===== src/rtl/core_rsp_arbiter_if.sv =====
// Response-side bus shared between core_rsp_arbiter (master) and the UART
// response interface (slave): interrupt pulses, granted core, payload, and
// the handshake/status signals coming back from the response side.
interface core_rsp_arbiter_if;
   logic        rsp_idle;
   logic        rsp_hold_val;
   logic        rsp_reward_found;
   logic        rsp_nonce_overflow;
   logic        rsp_ack;
   logic        rsp_err;
   logic [2:0]  rsp_core_addr;
   logic [31:0] rsp_nonce;
   logic [31:0] rsp_time;
   logic [31:0] rsp_version;
   logic        rsp_valid;

   modport master (
      input  rsp_idle, rsp_hold_val,
      output rsp_reward_found, rsp_nonce_overflow, rsp_ack, rsp_err,
      output rsp_core_addr, rsp_nonce, rsp_time, rsp_version, rsp_valid
   );

   modport slave (
      output rsp_idle, rsp_hold_val,
      input  rsp_reward_found, rsp_nonce_overflow, rsp_ack, rsp_err,
      input  rsp_core_addr, rsp_nonce, rsp_time, rsp_version, rsp_valid
   );
endinterface


===== src/rtl/core_rsp_arbiter.sv =====
// core_rsp_arbiter: latches per-core reward/overflow and command ack/err
// events and serves them one at a time on the shared response interface
// (err > ack > cores in round-robin order, reward before overflow per core).
// Optional watchdog on PRESENT/DRAIN: define RSP_ARB_TIMEOUT_EN.
module core_rsp_arbiter #(
   parameter int N_CORES        = 8,
   parameter int TIMEOUT_CYCLES = 4096
) (
   input  logic                  sys_clk,
   input  logic                  rstn,
   input  logic [N_CORES-1:0]    core_reward,
   input  logic [N_CORES-1:0]    core_ovf,
   input  logic [32*N_CORES-1:0] core_nonce,
   input  logic [32*N_CORES-1:0] core_time,
   input  logic [32*N_CORES-1:0] core_version,
   output logic [N_CORES-1:0]    core_hold,
   input  logic                  cmd_ack,
   input  logic                  cmd_err,
   core_rsp_arbiter_if.master    rsp,
   output logic                  lost_evt
);
   typedef enum logic [1:0] {IDLE, ISSUE, PRESENT, DRAIN} state_t;
   typedef enum logic [1:0] {K_ERR, K_ACK, K_RWD, K_OVF} kind_t;

   state_t             state_reg, state_next;
   kind_t              kind_reg, pick_kind;
   logic [2:0]         core_reg, pick_core, rr_ptr;
   logic [N_CORES-1:0] p_rwd, p_ovf, rwd_next, ovf_next, clr_rwd, clr_ovf;
   logic               p_ack, p_err, ack_next, err_next;
   logic [7:0]         pend8, rwd8;
   logic [3:0]         idx;
   logic               any_core, any_pend, pick_is_core;
   logic               seen_reg, wait_reg;
   logic               capture, done, abandon, to_hit, lost_next;

   // Flag clears for the event currently being completed (or abandoned)
   genvar gi;
   generate
      for (gi = 0; gi < N_CORES; gi++) begin : g_core
         assign clr_rwd[gi] = done && (kind_reg == K_RWD) && (core_reg == 3'(gi));
         assign clr_ovf[gi] = done && (kind_reg == K_OVF) && (core_reg == 3'(gi));
      end
   endgenerate

   assign rwd_next = (p_rwd | core_reward) & ~clr_rwd;
   assign ovf_next = (p_ovf | core_ovf) & ~clr_ovf;
   assign ack_next = (p_ack | cmd_ack) & ~(done && (kind_reg == K_ACK));
   assign err_next = (p_err | cmd_err) & ~(done && (kind_reg == K_ERR));

   // A pulse landing on an already-set flag is dropped; so is an abandoned event
   assign lost_next = (|(core_reward & p_rwd)) | (|(core_ovf & p_ovf))
                    | (cmd_ack & p_ack) | (cmd_err & p_err) | abandon;

   assign pend8 = 8'(p_rwd | p_ovf);
   assign rwd8  = 8'(p_rwd);

   // Round-robin search for the first core with anything pending, from rr_ptr up
   always_comb begin
      pick_core = 3'd0;
      any_core  = 1'b0;
      idx       = 4'd0;
      for (int k = 0; k < N_CORES; k++) begin
         idx = {1'b0, rr_ptr} + 4'(k);
         if (idx >= 4'(N_CORES)) idx = idx - 4'(N_CORES);
         if (!any_core && pend8[idx[2:0]]) begin
            any_core  = 1'b1;
            pick_core = idx[2:0];
         end
      end
   end

   // Event class selection: err beats ack beats cores; reward beats overflow
   always_comb begin
      if (p_err)                pick_kind = K_ERR;
      else if (p_ack)           pick_kind = K_ACK;
      else if (rwd8[pick_core]) pick_kind = K_RWD;
      else                      pick_kind = K_OVF;
   end

   assign pick_is_core = (pick_kind == K_RWD) || (pick_kind == K_OVF);
   assign any_pend     = p_err | p_ack | any_core;

`ifdef RSP_ARB_TIMEOUT_EN
   localparam int TW = $clog2(TIMEOUT_CYCLES + 1);
   logic [TW-1:0] to_cnt_reg;

   assign to_hit = ((state_reg == PRESENT) || (state_reg == DRAIN))
                && (to_cnt_reg == TW'(TIMEOUT_CYCLES - 1));

   // Watchdog: counts cycles spent in PRESENT/DRAIN, restarts on any state change
   always_ff @(posedge sys_clk) begin
      if (!rstn || (state_next != state_reg))
         to_cnt_reg <= '0;
      else if ((state_reg == PRESENT) || (state_reg == DRAIN))
         to_cnt_reg <= to_cnt_reg + 1'b1;
   end
`else
   // No watchdog in this build: never fires, the FSM waits indefinitely
   assign to_hit = (TIMEOUT_CYCLES < 0);
`endif

   // Next-state logic; watchdog abandon overrides normal progress
   always_comb begin
      state_next = state_reg;
      capture    = 1'b0;
      done       = 1'b0;
      abandon    = 1'b0;
      case (state_reg)
         IDLE: begin
            if (rsp.rsp_idle && any_pend) begin
               capture    = 1'b1;
               state_next = ISSUE;
            end
         end
         ISSUE:   state_next = PRESENT;
         PRESENT: begin
            if (!rsp.rsp_hold_val && (seen_reg || wait_reg)) state_next = DRAIN;
         end
         DRAIN: begin
            if (rsp.rsp_idle) begin
               done       = 1'b1;
               state_next = IDLE;
            end
         end
         default: state_next = IDLE;
      endcase
      if (to_hit) begin
         done       = 1'b1;
         abandon    = 1'b1;
         state_next = IDLE;
      end
   end

   // Pending flags, core freeze and sticky lost indicator
   always_ff @(posedge sys_clk) begin
      if (!rstn) begin
         p_rwd     <= '0;
         p_ovf     <= '0;
         p_ack     <= 1'b0;
         p_err     <= 1'b0;
         core_hold <= '0;
         lost_evt  <= 1'b0;
      end else begin
         p_rwd     <= rwd_next;
         p_ovf     <= ovf_next;
         p_ack     <= ack_next;
         p_err     <= err_next;
         core_hold <= rwd_next | ovf_next;
         lost_evt  <= lost_evt | lost_next;
      end
   end

   // FSM state, grant bookkeeping and hold_val tracking in PRESENT
   always_ff @(posedge sys_clk) begin
      if (!rstn) begin
         state_reg <= IDLE;
         kind_reg  <= K_ERR;
         core_reg  <= 3'd0;
         rr_ptr    <= 3'd0;
         seen_reg  <= 1'b0;
         wait_reg  <= 1'b0;
      end else begin
         state_reg <= state_next;
         if (capture) begin
            kind_reg <= pick_kind;
            core_reg <= pick_is_core ? pick_core : 3'd0;
         end
         if (done && ((kind_reg == K_RWD) || (kind_reg == K_OVF)))
            rr_ptr <= (core_reg == 3'(N_CORES - 1)) ? 3'd0 : core_reg + 3'd1;
         // wait_reg marks one low sample without hold_val; a second one gives up
         if (state_reg == PRESENT) begin
            if (rsp.rsp_hold_val) seen_reg <= 1'b1;
            else if (!seen_reg)   wait_reg <= 1'b1;
         end else begin
            seen_reg <= 1'b0;
            wait_reg <= 1'b0;
         end
      end
   end

   // Registered response outputs: interrupt pulse, captured payload, valid
   always_ff @(posedge sys_clk) begin
      if (!rstn) begin
         rsp.rsp_reward_found   <= 1'b0;
         rsp.rsp_nonce_overflow <= 1'b0;
         rsp.rsp_ack            <= 1'b0;
         rsp.rsp_err            <= 1'b0;
         rsp.rsp_core_addr      <= 3'd0;
         rsp.rsp_nonce          <= 32'd0;
         rsp.rsp_time           <= 32'd0;
         rsp.rsp_version        <= 32'd0;
         rsp.rsp_valid          <= 1'b0;
      end else begin
         rsp.rsp_reward_found   <= capture && (pick_kind == K_RWD);
         rsp.rsp_nonce_overflow <= capture && (pick_kind == K_OVF);
         rsp.rsp_ack            <= capture && (pick_kind == K_ACK);
         rsp.rsp_err            <= capture && (pick_kind == K_ERR);
         if (capture) begin
            rsp.rsp_core_addr <= pick_is_core ? pick_core : 3'd0;
            rsp.rsp_nonce     <= pick_is_core ? core_nonce[{pick_core, 5'b0} +: 32]   : 32'd0;
            rsp.rsp_time      <= pick_is_core ? core_time[{pick_core, 5'b0} +: 32]    : 32'd0;
            rsp.rsp_version   <= pick_is_core ? core_version[{pick_core, 5'b0} +: 32] : 32'd0;
         end
         rsp.rsp_valid <= (state_reg == PRESENT) && (state_next == PRESENT) && rsp.rsp_hold_val;
      end
   end
endmodule


===== src/flat_wrapper.sv =====
// flat-port wrapper written by rule: the top's interface ports become plain ports
module core_rsp_arbiter_flat 
#(
   parameter int N_CORES        = 8,
   parameter int TIMEOUT_CYCLES = 4096
)
  (sys_clk, rstn, core_reward, core_ovf, core_nonce, core_time, core_version, core_hold, cmd_ack, cmd_err, lost_evt, rsp_rsp_idle, rsp_rsp_hold_val, rsp_rsp_reward_found, rsp_rsp_nonce_overflow, rsp_rsp_ack, rsp_rsp_err, rsp_rsp_core_addr, rsp_rsp_nonce, rsp_rsp_time, rsp_rsp_version, rsp_rsp_valid);
  core_rsp_arbiter_if rsp_i ();
  input  logic sys_clk;
  input  logic rstn;
  input  logic [N_CORES-1:0] core_reward;
  input  logic [N_CORES-1:0] core_ovf;
  input  logic [32*N_CORES-1:0] core_nonce;
  input  logic [32*N_CORES-1:0] core_time;
  input  logic [32*N_CORES-1:0] core_version;
  output logic [N_CORES-1:0] core_hold;
  input  logic cmd_ack;
  input  logic cmd_err;
  output logic lost_evt;
  input wire logic [$bits(rsp_i.rsp_idle)-1:0] rsp_rsp_idle;
  input wire logic [$bits(rsp_i.rsp_hold_val)-1:0] rsp_rsp_hold_val;
  output wire logic [$bits(rsp_i.rsp_reward_found)-1:0] rsp_rsp_reward_found;
  output wire logic [$bits(rsp_i.rsp_nonce_overflow)-1:0] rsp_rsp_nonce_overflow;
  output wire logic [$bits(rsp_i.rsp_ack)-1:0] rsp_rsp_ack;
  output wire logic [$bits(rsp_i.rsp_err)-1:0] rsp_rsp_err;
  output wire logic [$bits(rsp_i.rsp_core_addr)-1:0] rsp_rsp_core_addr;
  output wire logic [$bits(rsp_i.rsp_nonce)-1:0] rsp_rsp_nonce;
  output wire logic [$bits(rsp_i.rsp_time)-1:0] rsp_rsp_time;
  output wire logic [$bits(rsp_i.rsp_version)-1:0] rsp_rsp_version;
  output wire logic [$bits(rsp_i.rsp_valid)-1:0] rsp_rsp_valid;
  assign rsp_i.rsp_idle = rsp_rsp_idle;
  assign rsp_i.rsp_hold_val = rsp_rsp_hold_val;
  assign rsp_rsp_reward_found = rsp_i.rsp_reward_found;
  assign rsp_rsp_nonce_overflow = rsp_i.rsp_nonce_overflow;
  assign rsp_rsp_ack = rsp_i.rsp_ack;
  assign rsp_rsp_err = rsp_i.rsp_err;
  assign rsp_rsp_core_addr = rsp_i.rsp_core_addr;
  assign rsp_rsp_nonce = rsp_i.rsp_nonce;
  assign rsp_rsp_time = rsp_i.rsp_time;
  assign rsp_rsp_version = rsp_i.rsp_version;
  assign rsp_rsp_valid = rsp_i.rsp_valid;
  core_rsp_arbiter #(.N_CORES(N_CORES), .TIMEOUT_CYCLES(TIMEOUT_CYCLES)) u_core (.sys_clk(sys_clk), .rstn(rstn), .core_reward(core_reward), .core_ovf(core_ovf), .core_nonce(core_nonce), .core_time(core_time), .core_version(core_version), .core_hold(core_hold), .cmd_ack(cmd_ack), .cmd_err(cmd_err), .rsp(rsp_i), .lost_evt(lost_evt));
endmodule

===== config.mk =====
export PLATFORM = sky130hd
export DESIGN_NAME = core_rsp_arbiter_flat
export DESIGN_NICKNAME = d
export VERILOG_FILES = /design/src/rtl/core_rsp_arbiter_if.sv /design/src/rtl/core_rsp_arbiter.sv /design/src/flat_wrapper.sv
export SDC_FILE = /design/constraint.sdc
export NUM_CORES = 1
export LEC_CHECK = 0
export ABC_CLOCK_PERIOD_IN_PS = 7700
export BUFFER_PORTS_ARGS = -buffer_cell sky130_fd_sc_hd__buf_2
export CORE_AREA = 5 5 347 349
export CTS_CLUSTER_DIAMETER = 50
export CTS_CLUSTER_SIZE = 16
export DETAILED_ROUTE_END_ITERATION = 12
export DIE_AREA = 0 0 352 354
export PLACE_DENSITY = 0.34
export RECOVER_POWER = 25
export SLEW_MARGIN = 30
export SYNTH_ARGS = -nofsm -noshare
export SYNTH_HDL_FRONTEND = slang
export SYNTH_SLANG_ARGS = --single-unit
export TNS_END_PERCENT = 50

===== constraint.sdc =====
create_clock -name sys_clk -period 7.7 [get_ports sys_clk]
set_clock_uncertainty 0.1 [all_clocks]
set_input_delay 0.77 -clock sys_clk [delete_from_list [all_inputs] [get_ports sys_clk]]
set_output_delay 0.77 -clock sys_clk [all_outputs]
set_load 0.02 [all_outputs]

# == Word level (Yosys, flattened, before mapping) ==
# Index checks and enable logic that the tools add are counted.
# W data, S select, Z words.
# word_totals
ramBits,0
out_inout_bits,113
n_memories,0
romBits,0
word_cells,212
register_bits,140
latch_bits,0
# op_classes
n_mul,0
order_cmp,17
bitwise_logic,26
n_div,0
n_mux,58
add_sub_neg,16
n_eq_ne,17
shifts,3
n_reduce_logical,55
# ops
cell,count
$shiftx A256 B9 Y32,3
$mux W32,3
$mux W3,18
$logic_and A1 B1 Y1,36
$lt A3 B4 Y1 const B,9
$and A8 B8 Y8,4
$or A8 B8 Y8,4
$ge A4 B4 Y1 const B,7
$bmux W1 S3,9
$sub A3 B1 Y3 const B,8
$mux W1,22
$add A3 B3 Y4 const B,4
$not A8 Y8,2
$reduce_or A8 Y1,2
$eq A2 B2 Y1 const B,7
$eq A3 B3 Y1 const B,4
$mux W2,5
$add A3 B2 Y4 const B,2
$logic_not A1 Y1,8
$or A1 B1 Y1,8
$pmux W2 S4,1
$eq A2 B1 Y1 const B,3
$eq A3 B2 Y1 const B,2
$logic_not A2 Y1,3
9 further kinds,18

# == Longest topological paths before layout ==
# depth
ltp_word,34
depth_mapped,18
ltp_nobuf,12

# == Least setup slack after synthesis ==
# No wires, ideal clock.
# synth_timing
kind,register to register
start,register u_core.rr_ptr[1]
end,register u_core.rsp.rsp_time[10]
setup_slack_ns,3.789
t_arrival_ns,3.696
path_stages_with_launch,17
required_time_ns,7.485
path_cell_list,dfxtp_1 > clkbuf_1 > inv_1 > ha_1 > xnor2_1 > mux4_2 > and4b_1 > buf_6 > nor2b_1 > o21a_1 > or2_1 > buf_2 > buf_6 > buf_6 > mux2i_1 > o221ai_1 > o21a_1
# synth_between
elab_chain_cells,34
elab_cells_between_ends,91
cone_classes,add/sub: 15; order compare: 8; eq/ne: 2; shift: 1; mux: 48; bitwise: 1; reduce/logical: 16
# synth_rtl
element,line,source
start: declaration,core_rsp_arbiter.sv:27,"logic [2:0] core_reg, pick_core, rr_ptr;"
start signal: assignment,core_rsp_arbiter.sv:169,rr_ptr <= (core_reg == 3'(N_CORES - 1)) ? 3'd0 : core_reg + 3'd1;
"parallel branches: the longest is 34 deep, another holds $add A3 B1 Y4",n/a,
end signal: assignment,core_rsp_arbiter.sv:201,"rsp.rsp_time <= pick_is_core ? core_time[{pick_core, 5'b0} +: 32] : 32'd0;"
end: declaration,core_rsp_arbiter_if.sv:20,"output rsp_core_addr, rsp_nonce, rsp_time, rsp_version, rsp_valid"
# Several ways; the timed one is not identified. The select of a mux whose other input is x is not followed.
# A chain may end at the register's enable or synchronous reset.

# == Worst setup path after layout ==
# layout_timing
start,register u_core.rr_ptr[1]
end,register u_core.rsp.rsp_time[7]
# The elaborated chain is that of the path after synthesis.

==> flow_summary.toml <==
[cells_and_area]
drive_above_1_share = 0.446
area_growth_pct = 57.0
biggestRegsByFlops = "u_core.rsp.rsp_nonce x32, u_core.rsp.rsp_time x32, u_core.rsp.rsp_version x32"
design_area_um2 = 18300
nets = 2906

[clock_network]
postCtsSetupRepairBufs = 0
clock-sinks = 140
ctsHtreeMaxLevel = 4
worst_setup_hold_path_clk_slew_ns = 0.08
post_cts_resize_count = 0
worstSkewPairLatency_ns = 0.49
cts_tree = "yes"
cts_hold_repair.buffers = 0
clk_root_buffer_cell = "sky130_fd_sc_hd__clkbuf_16"
clock_tree.buffer_depth = 2
cts-buffers-inserted = 17

[synth]
yosys.area.top_type_share = 0.335
yosys_top_cell_by_area = "sky130_fd_sc_hd__mux2i_1"
syn_nets = 2079
synth_common_cells = "sky130_fd_sc_hd__mux2i_1, sky130_fd_sc_hd__dfxtp_1, sky130_fd_sc_hd__nand2_1"
netlist_top_cells_area = "sky130_fd_sc_hd__mux2i_1, sky130_fd_sc_hd__dfxtp_1, sky130_fd_sc_hd__o221ai_1"
synth.cell_area_um2 = 11700
synthDistinctLibCells = 62
number_of_synthesis_warnings = 0
synth_top_flop_cell = "sky130_fd_sc_hd__dfxtp_1"
synth_most_common_cell = "sky130_fd_sc_hd__mux2i_1"
synth-edff-count = 0
synth_sequential_area_ratio = 0.240
synth_cells = 1281
asyncSetResetFlopFracSynth = 0
synth-seq-cells = 140
synth.avg_cell_area_um2 = 9.11

[global_routing]
grt_max_degree = 101
globalRouteOverflowTotal = 0
grt_antenna_before_repair = 29
vias_in_the_first_global_route = 14943
grt_first_pass_wirelength_um = 118000
grt_use_total = 0.132

[status]
status = "finished with violations"
failed_checks = "capacitance limit, slew limit"

[critical_path]
critPathTopFamily = "compound AO/OA/AOI/OAI gates"
worst-endpoint-arrival_ns = 5.71
cp-start-kind = "register"
slowest_delay_ns = 0.61
crit_buf_inv = 4
cp_cell_sequence = "inv_1 -> ha_1 -> inv_1 -> mux4_2 -> a221oi_1 -> a22oi_1 -> nor2b_1 -> o21a_1 -> or2_4 -> buf_12 -> buf_12 -> mux2i_1 -> o22ai_1 -> o21a_1"
timing.critical_path.to_type = "register"
worst_path_max_delay_cell = "sky130_fd_sc_hd__ha_1"
crit_fanout = 40
path_class = "reg2reg"
required_time_reported_for_the_critical_path_endpoint_ns = 8.05

[pwr]
powerDensity_nw_per_um2 = 141
power.internal_w = 0.00163
pwr-share-comb = 0.315
cellLeakagePower_nw = 7.24
switching_power_w = 0.000957
sw_frac_of_total = 0.370
seq_power_share = 0.316
vdd_drop_max_v = 0.000174
p_clk_frac = 0.368

[place]
io_buffer_count = 902
place_congestion = 0.889
dpl-instance-area_um2 = 17700
post-dp-hpwl_um = 71900
dp_slack_ns = 2.22

[timing]
timing.max_slew.rel_slack = -0.836
setup_viol_count_final = 0
final-hold-violation-count = 0
final_max_slew_viol_count = 61
fmax_mhz = 186
timing.setup.tns_ns = 0
rsz_0062_raised_after_global_routing = "no"
final.min_clock_period_ns = 5.36
worst-slew-pin-transition_ns = 2.75
fin_worst_hold_slack_ns = 0.376
postLayoutSetupSlackWorst_ns = 2.34
layout_worst_path_cycle_share = 0.697

[run]
timing.max_cap.violations = 1

[die]
std_cell_rows = 126
die-width_um = 352
coreArea_um2 = 117000
die_area_um2 = 125000
chipHeight_um = 354
start_util = 0.0996
ios = 903

[detailed_routing]
totalWireLength_um = 86500
postRouteAntennaNets = 0
routed_via_density = 3.82
route.detailed.drc = 0
routedWlPerCell_um = 23.6
detailedRoute.firstPassIterationCount = 5
route.vias.total = 13992
drt-initial-drc-count = 719

[worst_hold_path]
holdCritPathClass = "reg2reg"
[logic make-up (layout without fill, tap and decap cells)]
family,count (synthesis),count (layout),synth area share
muxes,402,402,0.355
and+or+nand+nor,210,210,0.0833
buffers and inverters,126,966,0.0644
AOI/OAI and AO/OA,392,392,0.246
other,0,9,0
DFF,140,140,0.240
adders and majority gates,8,8,0.00858
xor gates and xnor gates,3,3,0.00225
[power by group through the flow]
stage	clock (W)	combinational (W)	sequential, W
global placement	0	0.000841	0.000834
CTS	0.00102	0.000840	0.000818
floorplan	0	0.000347	0.000871
global route	0.00104	0.000884	0.000824
finish	0.000953	0.000815	0.000817
detailed placement	0	0.000837	0.000834
[path summary, 6_finish.rpt]
path | slack (ns) | end | cells past startpoint | start
min | 0.38 | u_core.wait_reg | 1 | u_core.wait_reg
max reg2reg | 2.34 | u_core.rsp.rsp_time[7] | 14 | u_core.rr_ptr[1]
min reg2reg | 0.38 | u_core.wait_reg | 1 | u_core.wait_reg
max | 2.34 | u_core.rsp.rsp_time[7] | 14 | u_core.rr_ptr[1]
[worst reg2reg max path, stage by stage, from the launching register on]
cell and delay (ns):
sky130_fd_sc_hd__dfxtp_1 0.52, sky130_fd_sc_hd__inv_1 0.21, sky130_fd_sc_hd__ha_1 0.61, sky130_fd_sc_hd__inv_1 0.23, sky130_fd_sc_hd__mux4_2 0.41, sky130_fd_sc_hd__a221oi_1 0.47
sky130_fd_sc_hd__a22oi_1 0.14, sky130_fd_sc_hd__nor2b_1 0.14, sky130_fd_sc_hd__o21a_1 0.23, sky130_fd_sc_hd__or2_4 0.58, sky130_fd_sc_hd__buf_12 0.36, sky130_fd_sc_hd__buf_12 0.38
sky130_fd_sc_hd__mux2i_1 0.15, sky130_fd_sc_hd__o22ai_1 0.60, sky130_fd_sc_hd__o21a_1 0.19
[final cells by class]
class | count | area, µm²
timing repair buffer | 926 | 4770
fill | 13480 | 98800
clock buffer | 17 | 425
antenna | 9 | 22.5
inverter | 8 | 30.0
sequential | 140 | 2800
tap | 1536 | 1920
clock inverter | 15 | 199
multi-input combinational | 1015 | 8150
[metal layers]
metal  vias to the layer above  share of wire  global-route usage
met3                        61          0.066              0.0397
met2                       586           0.51               0.238
met5                         -         0.0014                   0
met4                        16          0.012              0.0261
li1                       6663              -                   -
met1                      6666           0.42               0.157
[stage by stage]
| step | total power (W) | std cells | utilization |
|---|---|---|---|
| after floorplan | 0.00122 | 1281 | - |
| after global placement | 0.00168 | 3625 | 0.151 |
| after detailed placement | 0.00167 | 3625 | 0.151 |
| after CTS | 0.00268 | 3657 | 0.157 |
| after global routing | 0.00274 | 3659 | 0.156 |
| final | 0.00259 | 3666 | 0.156 |
[cell usage in the layout (no fill, tap or decap), types with 3 or more instances in the layout]
master	synthesis	final
sky130_fd_sc_hd__a21o_1	5	5
sky130_fd_sc_hd__a21oi_1	23	23
sky130_fd_sc_hd__a221oi_1	3	3
sky130_fd_sc_hd__a22oi_1	10	10
sky130_fd_sc_hd__a31oi_1	7	7
sky130_fd_sc_hd__and3_1	3	3
sky130_fd_sc_hd__buf_12	0	10
sky130_fd_sc_hd__buf_2	28	859
sky130_fd_sc_hd__buf_4	17	13
sky130_fd_sc_hd__clkbuf_1	48	43
sky130_fd_sc_hd__clkbuf_16	0	17
sky130_fd_sc_hd__dfxtp_1	140	140
sky130_fd_sc_hd__diode_2	0	9
sky130_fd_sc_hd__ha_1	8	8
sky130_fd_sc_hd__inv_1	7	7
sky130_fd_sc_hd__inv_6	0	5
sky130_fd_sc_hd__inv_8	0	4
sky130_fd_sc_hd__mux2i_1	391	391
sky130_fd_sc_hd__mux4_2	9	9
sky130_fd_sc_hd__nand2_1	108	107
sky130_fd_sc_hd__nand3_1	4	3
sky130_fd_sc_hd__nor2_1	30	30
sky130_fd_sc_hd__nor2b_1	10	10
sky130_fd_sc_hd__nor3_1	14	14
sky130_fd_sc_hd__nor3b_1	5	5
sky130_fd_sc_hd__o21a_1	99	99
sky130_fd_sc_hd__o21ai_0	25	25
sky130_fd_sc_hd__o221ai_1	98	98
sky130_fd_sc_hd__o22ai_1	100	100
sky130_fd_sc_hd__or2_1	7	6
sky130_fd_sc_hd__or2_2	9	9
Power figures use the tool's default switching activity.
